$ cat src/rtl/uart_pwm_cmd_ctrl.sv
// rtl/uart_pwm_cmd_ctrl.sv - ASCII byte-command interpreter driving NUM_CH glitch-free PWM duty registers
// Define UART_PWM_READBACK_EN to add the 'R' c readback command.
module uart_pwm_cmd_ctrl #(
    parameter int NUM_CH      = 3,
    parameter int PWM_BITS    = 8,
    parameter int TIMEOUT_CYC = 1200000
) (
    input  logic              hw_clk,
    input  logic              resetn,
    input  logic              rx_valid,
    input  logic [7:0]        rx_data,
    output logic              tx_valid,
    output logic [7:0]        tx_data,
    input  logic              tx_ready,
    output logic              busy,
    output logic [NUM_CH-1:0] pwm_out
);
    localparam int CH_W  = (NUM_CH > 1) ? $clog2(NUM_CH) : 1;
    localparam int TMO_W = $clog2(TIMEOUT_CYC);
    localparam logic [TMO_W-1:0] TMO_LAST = TMO_W'(TIMEOUT_CYC - 1);

    localparam logic [2:0] S_IDLE = 3'd0;
    localparam logic [2:0] S_CH   = 3'd1;
    localparam logic [2:0] S_HI   = 3'd2;
    localparam logic [2:0] S_LO   = 3'd3;
    localparam logic [2:0] S_RESP = 3'd4;
`ifdef UART_PWM_READBACK_EN
    localparam logic [2:0] S_RCH  = 3'd5;
`endif

    // Response bytes are sent from the top of this buffer, oldest first.
    localparam logic [23:0] RESP_K   = {8'h4B, 16'h0000};
    localparam logic [23:0] RESP_ERR = {8'h3F, 16'h0000};

    logic [2:0]          state_q, state_d;
    logic [CH_W-1:0]     ch_q, ch_d;
    logic [3:0]          hi_q, hi_d;
    logic [TMO_W-1:0]    tmo_q, tmo_d;
    logic [23:0]         resp_q, resp_d;
    logic [1:0]          resp_n_q, resp_n_d;
    logic                tx_valid_q, tx_valid_d;
    logic [7:0]          tx_data_q, tx_data_d;
    logic [PWM_BITS-1:0] duty_q [NUM_CH];
    logic [PWM_BITS-1:0] duty_d [NUM_CH];
    logic [PWM_BITS-1:0] shadow_q [NUM_CH];
    logic [PWM_BITS-1:0] cnt_q;
    logic [NUM_CH-1:0]   pwm_q;

    logic                ch_ok;
    logic [CH_W-1:0]     ch_idx;

    function automatic logic is_hex(input logic [7:0] b);
        return (b >= 8'h30 && b <= 8'h39) || (b >= 8'h41 && b <= 8'h46) || (b >= 8'h61 && b <= 8'h66);
    endfunction

    function automatic logic [3:0] hex_val(input logic [7:0] b);
        if (b <= 8'h39)
            return 4'(b - 8'h30);
        else if (b <= 8'h46)
            return 4'(b - 8'h37);
        else
            return 4'(b - 8'h57);
    endfunction

    function automatic logic is_letter(input logic [7:0] b);
        return (b >= 8'h41 && b <= 8'h5A) || (b >= 8'h61 && b <= 8'h7A);
    endfunction

    assign ch_ok  = (rx_data >= 8'h30) && (rx_data < 8'(48 + NUM_CH));
    assign ch_idx = CH_W'(rx_data - 8'h30);

`ifdef UART_PWM_READBACK_EN
    logic [7:0] rb_byte;
    assign rb_byte = 8'(duty_q[ch_idx]);

    function automatic logic [7:0] hex_char(input logic [3:0] n);
        return (n < 4'd10) ? (8'h30 + {4'h0, n}) : (8'h37 + {4'h0, n});
    endfunction
`endif

    always_comb begin
        state_d    = state_q;
        ch_d       = ch_q;
        hi_d       = hi_q;
        tmo_d      = tmo_q;
        resp_d     = resp_q;
        resp_n_d   = resp_n_q;
        tx_valid_d = tx_valid_q;
        tx_data_d  = tx_data_q;
        duty_d     = duty_q;
        case (state_q)
            S_IDLE: begin
                tmo_d = '0;
                if (rx_valid) begin
                    if (rx_data == 8'h53) begin
                        state_d = S_CH;
`ifdef UART_PWM_READBACK_EN
                    end else if (rx_data == 8'h52) begin
                        state_d = S_RCH;
`endif
                    end else if (rx_data == 8'h5A) begin
                        for (int i = 0; i < NUM_CH; i++) duty_d[i] = '0;
                        state_d  = S_RESP;
                        resp_d   = RESP_K;
                        resp_n_d = 2'd1;
                    end else if (is_letter(rx_data)) begin
                        state_d  = S_RESP;
                        resp_d   = RESP_ERR;
                        resp_n_d = 2'd1;
                    end
                end
            end
            S_RESP: begin
                if (!tx_valid_q) begin
                    tx_valid_d = 1'b1;
                    tx_data_d  = resp_q[23:16];
                end else if (tx_ready) begin
                    if (resp_n_q == 2'd1) begin
                        tx_valid_d = 1'b0;
                        state_d    = S_IDLE;
                    end else begin
                        tx_data_d = resp_q[15:8];
                        resp_d    = {resp_q[15:0], 8'h00};
                        resp_n_d  = resp_n_q - 2'd1;
                    end
                end
            end
            default: begin
                // Mid-command: any byte either advances or terminates with '?'.
                if (rx_valid) begin
                    tmo_d    = '0;
                    state_d  = S_RESP;
                    resp_d   = RESP_ERR;
                    resp_n_d = 2'd1;
                    if (state_q == S_CH && ch_ok) begin
                        state_d = S_HI;
                        ch_d    = ch_idx;
                    end else if (state_q == S_HI && is_hex(rx_data)) begin
                        state_d = S_LO;
                        hi_d    = hex_val(rx_data);
                    end else if (state_q == S_LO && is_hex(rx_data)) begin
                        duty_d[ch_q] = PWM_BITS'({hi_q, hex_val(rx_data)});
                        resp_d       = RESP_K;
`ifdef UART_PWM_READBACK_EN
                    end else if (state_q == S_RCH && ch_ok) begin
                        resp_d   = {hex_char(rb_byte[7:4]), hex_char(rb_byte[3:0]), 8'h4B};
                        resp_n_d = 2'd3;
`endif
                    end
                end else if (tmo_q == TMO_LAST) begin
                    state_d = S_IDLE;
                end else begin
                    tmo_d = tmo_q + 1'b1;
                end
            end
        endcase
    end

    always_ff @(posedge hw_clk) begin
        if (!resetn) begin
            state_q    <= S_IDLE;
            ch_q       <= '0;
            hi_q       <= '0;
            tmo_q      <= '0;
            resp_q     <= '0;
            resp_n_q   <= '0;
            tx_valid_q <= 1'b0;
            tx_data_q  <= '0;
            cnt_q      <= '0;
            pwm_q      <= '0;
            for (int i = 0; i < NUM_CH; i++) begin
                duty_q[i]   <= '0;
                shadow_q[i] <= '0;
            end
        end else begin
            state_q    <= state_d;
            ch_q       <= ch_d;
            hi_q       <= hi_d;
            tmo_q      <= tmo_d;
            resp_q     <= resp_d;
            resp_n_q   <= resp_n_d;
            tx_valid_q <= tx_valid_d;
            tx_data_q  <= tx_data_d;
            duty_q     <= duty_d;
            cnt_q      <= cnt_q + 1'b1;
            // Shadow only changes at period end so a duty update never cuts a pulse short.
            if (cnt_q == '1) shadow_q <= duty_q;
            for (int i = 0; i < NUM_CH; i++) pwm_q[i] <= (cnt_q < shadow_q[i]);
        end
    end

    assign tx_valid = tx_valid_q;
    assign tx_data  = tx_data_q;
    assign busy     = (state_q != S_IDLE);
    assign pwm_out  = pwm_q;
endmodule
$ cat config.mk
export PLATFORM = sky130hd
export DESIGN_NAME = uart_pwm_cmd_ctrl
export DESIGN_NICKNAME = d
export VERILOG_FILES = /design/src/rtl/uart_pwm_cmd_ctrl.sv
export SDC_FILE = /design/constraint.sdc
export NUM_CORES = 1
export LEC_CHECK = 0
export ABC_AREA = 1
export CAP_MARGIN = 20
export CORE_MARGIN = 8
export CORE_UTILIZATION = 55
export DETAILED_ROUTE_END_ITERATION = 6
export PLACE_DENSITY_LB_ADDON = 0.08
export SYNTH_ARGS = -nofsm -noshare
export SYNTH_HDL_FRONTEND = slang
export SYNTH_SLANG_ARGS = --single-unit
$ cat constraint.sdc
create_clock -name hw_clk -period 1.7 [get_ports hw_clk]
set_clock_uncertainty 0.15 [all_clocks]
set_input_delay 0.34 -clock hw_clk [delete_from_list [all_inputs] [get_ports hw_clk]]
set_output_delay 0.34 -clock hw_clk [all_outputs]
set_load 0.05 [all_outputs]
=== Yosys cells after proc, flatten, opt, wreduce, memory -nomap -nowiden ===
Index checks and enable logic that the tools add are counted.

* Output and inout bits: 13
* Register bits: 124

* Multiplexer cells: 60
* Equality and inequality tests: 23
* Bitwise logic cells: 4
* Reductions and logical operators: 26
* $lt $le $gt $ge: 14
* Add/sub/neg operators: 6

{| class="wikitable"
|+ Operator list
! cell !! number
|-
| 24-bit 2-to-1 mux || 15
|-
| 24-bit one-hot mux with 2 select lines || 2
|-
| 23-bit 2-to-1 mux || 3
|-
| 21-bit 2-to-1 mux || 2
|-
| 21-bit one-hot mux with 2 select lines || 1
|-
| 3-bit 2-to-1 mux || 11
|-
| 8-bit by 7-bit less-or-equal comparator with 1-bit output (second input constant) || 4
|-
| 8-bit 2-to-1 mux || 4
|-
| 4-bit 2-to-1 mux || 7
|-
| 24-bit bitwise mux || 1
|-
| 8-bit < comparator || 3
|-
| 21-bit by 1-bit adder with 21-bit output (second input constant) || 1
|-
| 21-bit equality test (second input constant) || 1
|-
| 2-bit inequality test (second input constant) || 9
|-
| 8-bit demux with 2-bit select || 1
|-
| 8-bit by 7-bit equality test with 1-bit output (second input constant) || 2
|-
| 8-bit by 7-bit >= comparator with 1-bit output (second input constant) || 2
|-
| 2-bit 2-to-1 mux || 8
|-
| 7-bit AND reduction || 2
|-
| 1-bit logical AND || 10
|-
| 8-bit by 1-bit adder with 8-bit output (second input constant) || 1
|-
| 8-bit equality test (second input constant) || 1
|-
| 8-bit by 6-bit >= comparator with 1-bit output (second input constant) || 1
|-
| 8-bit by 6-bit less-or-equal comparator with 1-bit output (second input constant) || 1
|-
| 28 further kinds || 40
|}

=== Logic depth before layout (Yosys ltp) ===
* Depth in word-level cells: 16
* Depth in mapped cells: 12
* Mapped depth without buffers: 12

=== Least setup slack after synthesis ===
Ideal clock, no wire load.

* Path type: register to register
* From: register tmo_q[0]
* To: register tmo_q[3]
* Data arrival time: 1,540 ps
* Setup time: 117 ps
* Path slack: -107 ps
* Cell stages (with the launch flop): 12
* Path buffers: 1
* Cells stage by stage: dfxtp_1 ha_1 nand3_1 nor3_2 nand3_1 nand2_2 nand3_4 clkinv_2 buf_6 nor2_1 nor2_1 nor2_1

* Word-level cells in the longest chain between the ends: 4

{| class="wikitable"
|+ Ends and longest elaborated chain
! what !! line !! text
|-
| from (decl) || 38 || <nowiki>logic [TMO_W-1:0] tmo_q, tmo_d;</nowiki>
|-
| from (signal assigned) || 179 || <nowiki>tmo_q <= tmo_d;</nowiki>
|-
| 21-bit by 1-bit adder with 21-bit output || 153 || <nowiki>tmo_d = tmo_q + 1'b1;</nowiki>
|-
| 21-bit 2-to-1 mux || 150 || <nowiki>end else if (tmo_q == TMO_LAST) begin</nowiki>
|-
| 21-bit 2-to-1 mux || 130 || <nowiki>if (rx_valid) begin</nowiki>
|-
| 21-bit one-hot mux with 2 select lines || 91 || <nowiki>case (state_q)</nowiki>
|}

Parallel ways exist; a longest one is shown, timed or not. The select of a mux whose other input is x is not followed.
A chain may end at the register's enable or synchronous reset.

=== Worst setup path in the final report ===
* From: register tmo_q[1]
* To: register tmo_q[3]

Same word-level chain as after synthesis.

==> flow_metrics.py <==
metrics = {
    "status": {
        "outcome": "complete, but fails checks",
        "violations": "setup timing",
    },
    "timing": {
        "finalWorstSetupSlack_ns": -0.119,
        "setup_violations": 48,
        "slew_violations": 0,
        "min_period_ns": 1.82,
        "clock.fmax_mhz": 550,
        "hold_viol_final": 0,
        "fin_crit_sh": 1.07,
        "rsz0062_at_grt": "yes",
    },
    "finish": {
        "final_cell_area_um2": 7630,
        "diodes": 0,
        "layoutNonFillerInstCount": 1016,
        "layout_common_cells": "nand2_1 (134), buf_4 (91), dfxtp_1 (77), a21oi_1 (73), inv_1 (69)",
        "drive_gt1_frac": 0.366,
        "final_common_cell": "nand2_1",
        "fin_nets": 922,
        "num-fill-cells": 541,
        "regArea_um2": 2000,
        "multiInputGateArea_um2": 3420,
        "area_growth_pct": 45.9,
    },
    "routing": {
        "drtIter0Drc": 464,
        "drc": 0,
        "antenna_left": 0,
        "wire_per_inst_um": 16.8,
        "drt_pre_antenna_iters": 5,
        "finalWirelength_mm": 17.0,
        "via_per_inst": 5.75,
        "vias": 5841,
    },
    "placed_design": {
        "place_inst": 967,
        "dp_hpwl_mm": 10.3,
        "portBuffers": 23,
        "placed_area_um2": 6320,
        "gp_congestion": 0.929,
    },
    "floorplanning": {
        "die_y_um": 113,
        "initial_core_util": 0.566,
        "num_io_pins": 25,
        "design.die.area_um2": 12900,
        "core_area_um2": 9240,
        "num_rows": 35,
        "die_width_um": 113,
    },
    "setup_path": {
        "cp_top_family": "simple AND/OR/NAND/NOR gates",
        "worst-path-buf-inv": 2,
        "arrival_ns": 1.92,
        "path_cells": "ha_4 -> nand3_4 -> nor3_4 -> nand3_2 -> nand2_4 -> nand3_4 -> inv_8 -> buf_4 -> nor2_1 -> nor2_1 -> nor2_1",
        "endpoint_kind": "register",
        "rrSetupSlack_ns": -0.12,
        "critPathKind": "register to register",
        "critPathCapture": "tmo_q[3]$_SDFFE_PN0P_",
        "path_depth": 11,
        "rr_worst_depth": 11,
        "crit_start": "tmo_q[1]$_SDFFE_PN0P_",
        "crit_top_cell": "nor2_1",
        "rr_endpoint": "tmo_q[3]$_SDFFE_PN0P_",
        "start_kind": "register",
        "cp_slowest_cell": "dfxtp_2",
        "critPathMaxFanout": 7,
        "max_stage_delay_ns": 0.37,
        "timing.rr.start": "tmo_q[1]$_SDFFE_PN0P_",
        "required_ns": 1.80,
    },
    "power": {
        "ir_drop_uv": 818,
        "p_per_area_nw_per_um2": 885,
        "cellLeakagePower_uw": 0.00312,
    },
    "logic_synthesis": {
        "syn-num-nets": 795,
        "syn_area_um2": 5230,
        "yosysTopAreaCellShare": 0.375,
        "ys_seq_area_frac": 0.375,
        "synth_top_area_cell": "dfxtp_1",
        "synth_area_leaders": "dfxtp_1 (38%), nand2_1 (13%), a21oi_1 (9.1%)",
        "synth_seq_cells": 98,
        "yosysWarnings": 0,
        "synth.avg_cell_area_um2": 6.92,
        "synthCells": 755,
        "synth.distinct_cells": 38,
    },
    "run": {
        "cap_viol_max_count": 0,
    },
    "clock_network": {
        "root_buffer": "clkbuf_8",
        "clk_path_buf_depth": 2,
        "cts_buffers": 9,
        "insertion_delay_ns": 0.36,
        "cts_tree": "built",
        "htreeDepth": 3,
        "clk_pin_slew_ns": 0.10,
        "hold_buffers": 0,
        "clock_sinks": 98,
    },
    "grt": {
        "antenna_found_initial": 0,
        "grt_pass1_wl_mm": 22.9,
        "grt_max_degree": 45,
        "track_usage": 0.213,
        "grt_pass1_vias": 5105,
        "grt_overflow_total": 0,
    },
    "hold_path": {
        "hp-class": "register to register",
    },
}
final cells by class:
class                           instances  share of cell area
Clock inverter                          5             0.00509
Sequential cell                        98               0.262
Multi-Input combinational cell        542               0.448
Inverter                               84              0.0443
Clock buffer                           11              0.0185
Tap cell                              129              0.0212
Timing Repair Buffer                  147               0.201
how the worst min path moves through the flow:
| stage | startpoint | endpoint | slack, ns | depth (start not counted) |
|---|---|---|---|---|
| global placement | shadow_q[16]$_SDFFE_PN0N_ | shadow_q[16]$_SDFFE_PN0N_ | 0.28 | 2 |
| floorplan | cnt_q[0]$_SDFF_PN0_ | cnt_q[0]$_SDFF_PN0_ | 0.27 | 1 |
| detailed placement | shadow_q[0]$_SDFFE_PN0N_ | shadow_q[0]$_SDFFE_PN0N_ | 0.30 | 2 |
| CTS | shadow_q[0]$_SDFFE_PN0N_ | shadow_q[0]$_SDFFE_PN0N_ | 0.31 | 2 |
| global route | shadow_q[3]$_SDFFE_PN0N_ | shadow_q[3]$_SDFFE_PN0N_ | 0.33 | 2 |
| finish | shadow_q[3]$_SDFFE_PN0N_ | shadow_q[3]$_SDFFE_PN0N_ | 0.31 | 2 |
power by group:
group / total, uW / internal, uW / switching [uW]
combinational: 2900 / 1310 / 1600
sequential: 2450 / 2370 / 76.4
clock: 1400 / 581 / 815
metal layers:
metal,share of wire,global-route usage,vias up
met4,0.043,0.0817,0
li1,-,-,2757
met2,0.52,0.387,255
met5,0,0,-
met3,0.055,0.0291,68
met1,0.38,0.246,2761
sequential cells by signal, indices dropped and copies added, names as in the netlist, 3 cells and up:
| name | cells |
|---|---|
| tmo_q | 21 |
| pwm_out | 3 |
| shadow_q | 24 |
| resp_q | 3 |
| duty_q | 24 |
| tx_data | 3 |
| hi_q | 4 |
| state_q | 3 |
| cnt_q | 8 |
worst min-delay path: cells and delay by family (launching register included):
kind                   cells  cell delay, ns
flip-flops                 1            0.30
buffers and inverters      1            0.06
AO/OA/AOI/OAI              1            0.06
per-stage QoR:
stage | worst slack, ns | hold slack, ns | total power [uW] | TNS, ns | util
floorplan | -0.0121 | 0.272 | 3600 | -0.0121 | -
global placement | -0.627 | 0.285 | 4270 | -29.38 | 0.684
detailed placement | -0.750 | 0.297 | 4320 | -34.21 | 0.684
CTS | -0.110 | 0.311 | 5880 | -2.04 | 0.727
global route | -0.178 | 0.329 | 7010 | -7.42 | 0.825
finish | -0.119 | 0.310 | 6750 | -2.76 | 0.825
synth_stat cells, drive strengths merged:
| cell type | count |
|---|---|
| a21boi | 1 |
| a21oi | 96 |
| a31oi | 5 |
| buf | 20 |
| clkbuf | 11 |
| clkinv | 2 |
| conb | 1 |
| dfxtp | 98 |
| ha | 28 |
| inv | 82 |
| nand2 | 185 |
| nand3 | 43 |
| nand3b | 2 |
| nand4 | 36 |
| nor2 | 72 |
| nor3 | 14 |
| nor3b | 2 |
| o211ai | 1 |
| o21ai | 50 |
| o21bai | 1 |
| or2 | 2 |
| xnor2 | 2 |
| xor2 | 1 |
logic make-up (layout without fill, tap and decap cells):
family / after synthesis / after routing / share of synthesized area
and+or+nand+nor: 356 / 356 / 0.305
AOI/OAI and AO/OA: 154 / 154 / 0.152
buffers and inverters: 115 / 247 / 0.0945
DFF: 98 / 98 / 0.375
adders and majority gates: 28 / 28 / 0.0670
xor gates and xnor gates: 3 / 3 / 0.00503
other: 1 / 1 / 0.000717
repair_timing:
action                                  4_1_cts  5_1_grt
cloned                                        0        7
endpoints found under the setup margin       83       84
resized for setup                            50      205
pin swaps                                    20       66
setup buffers                                11       18
No activity file was read; power rests on OpenSTA's default activity.
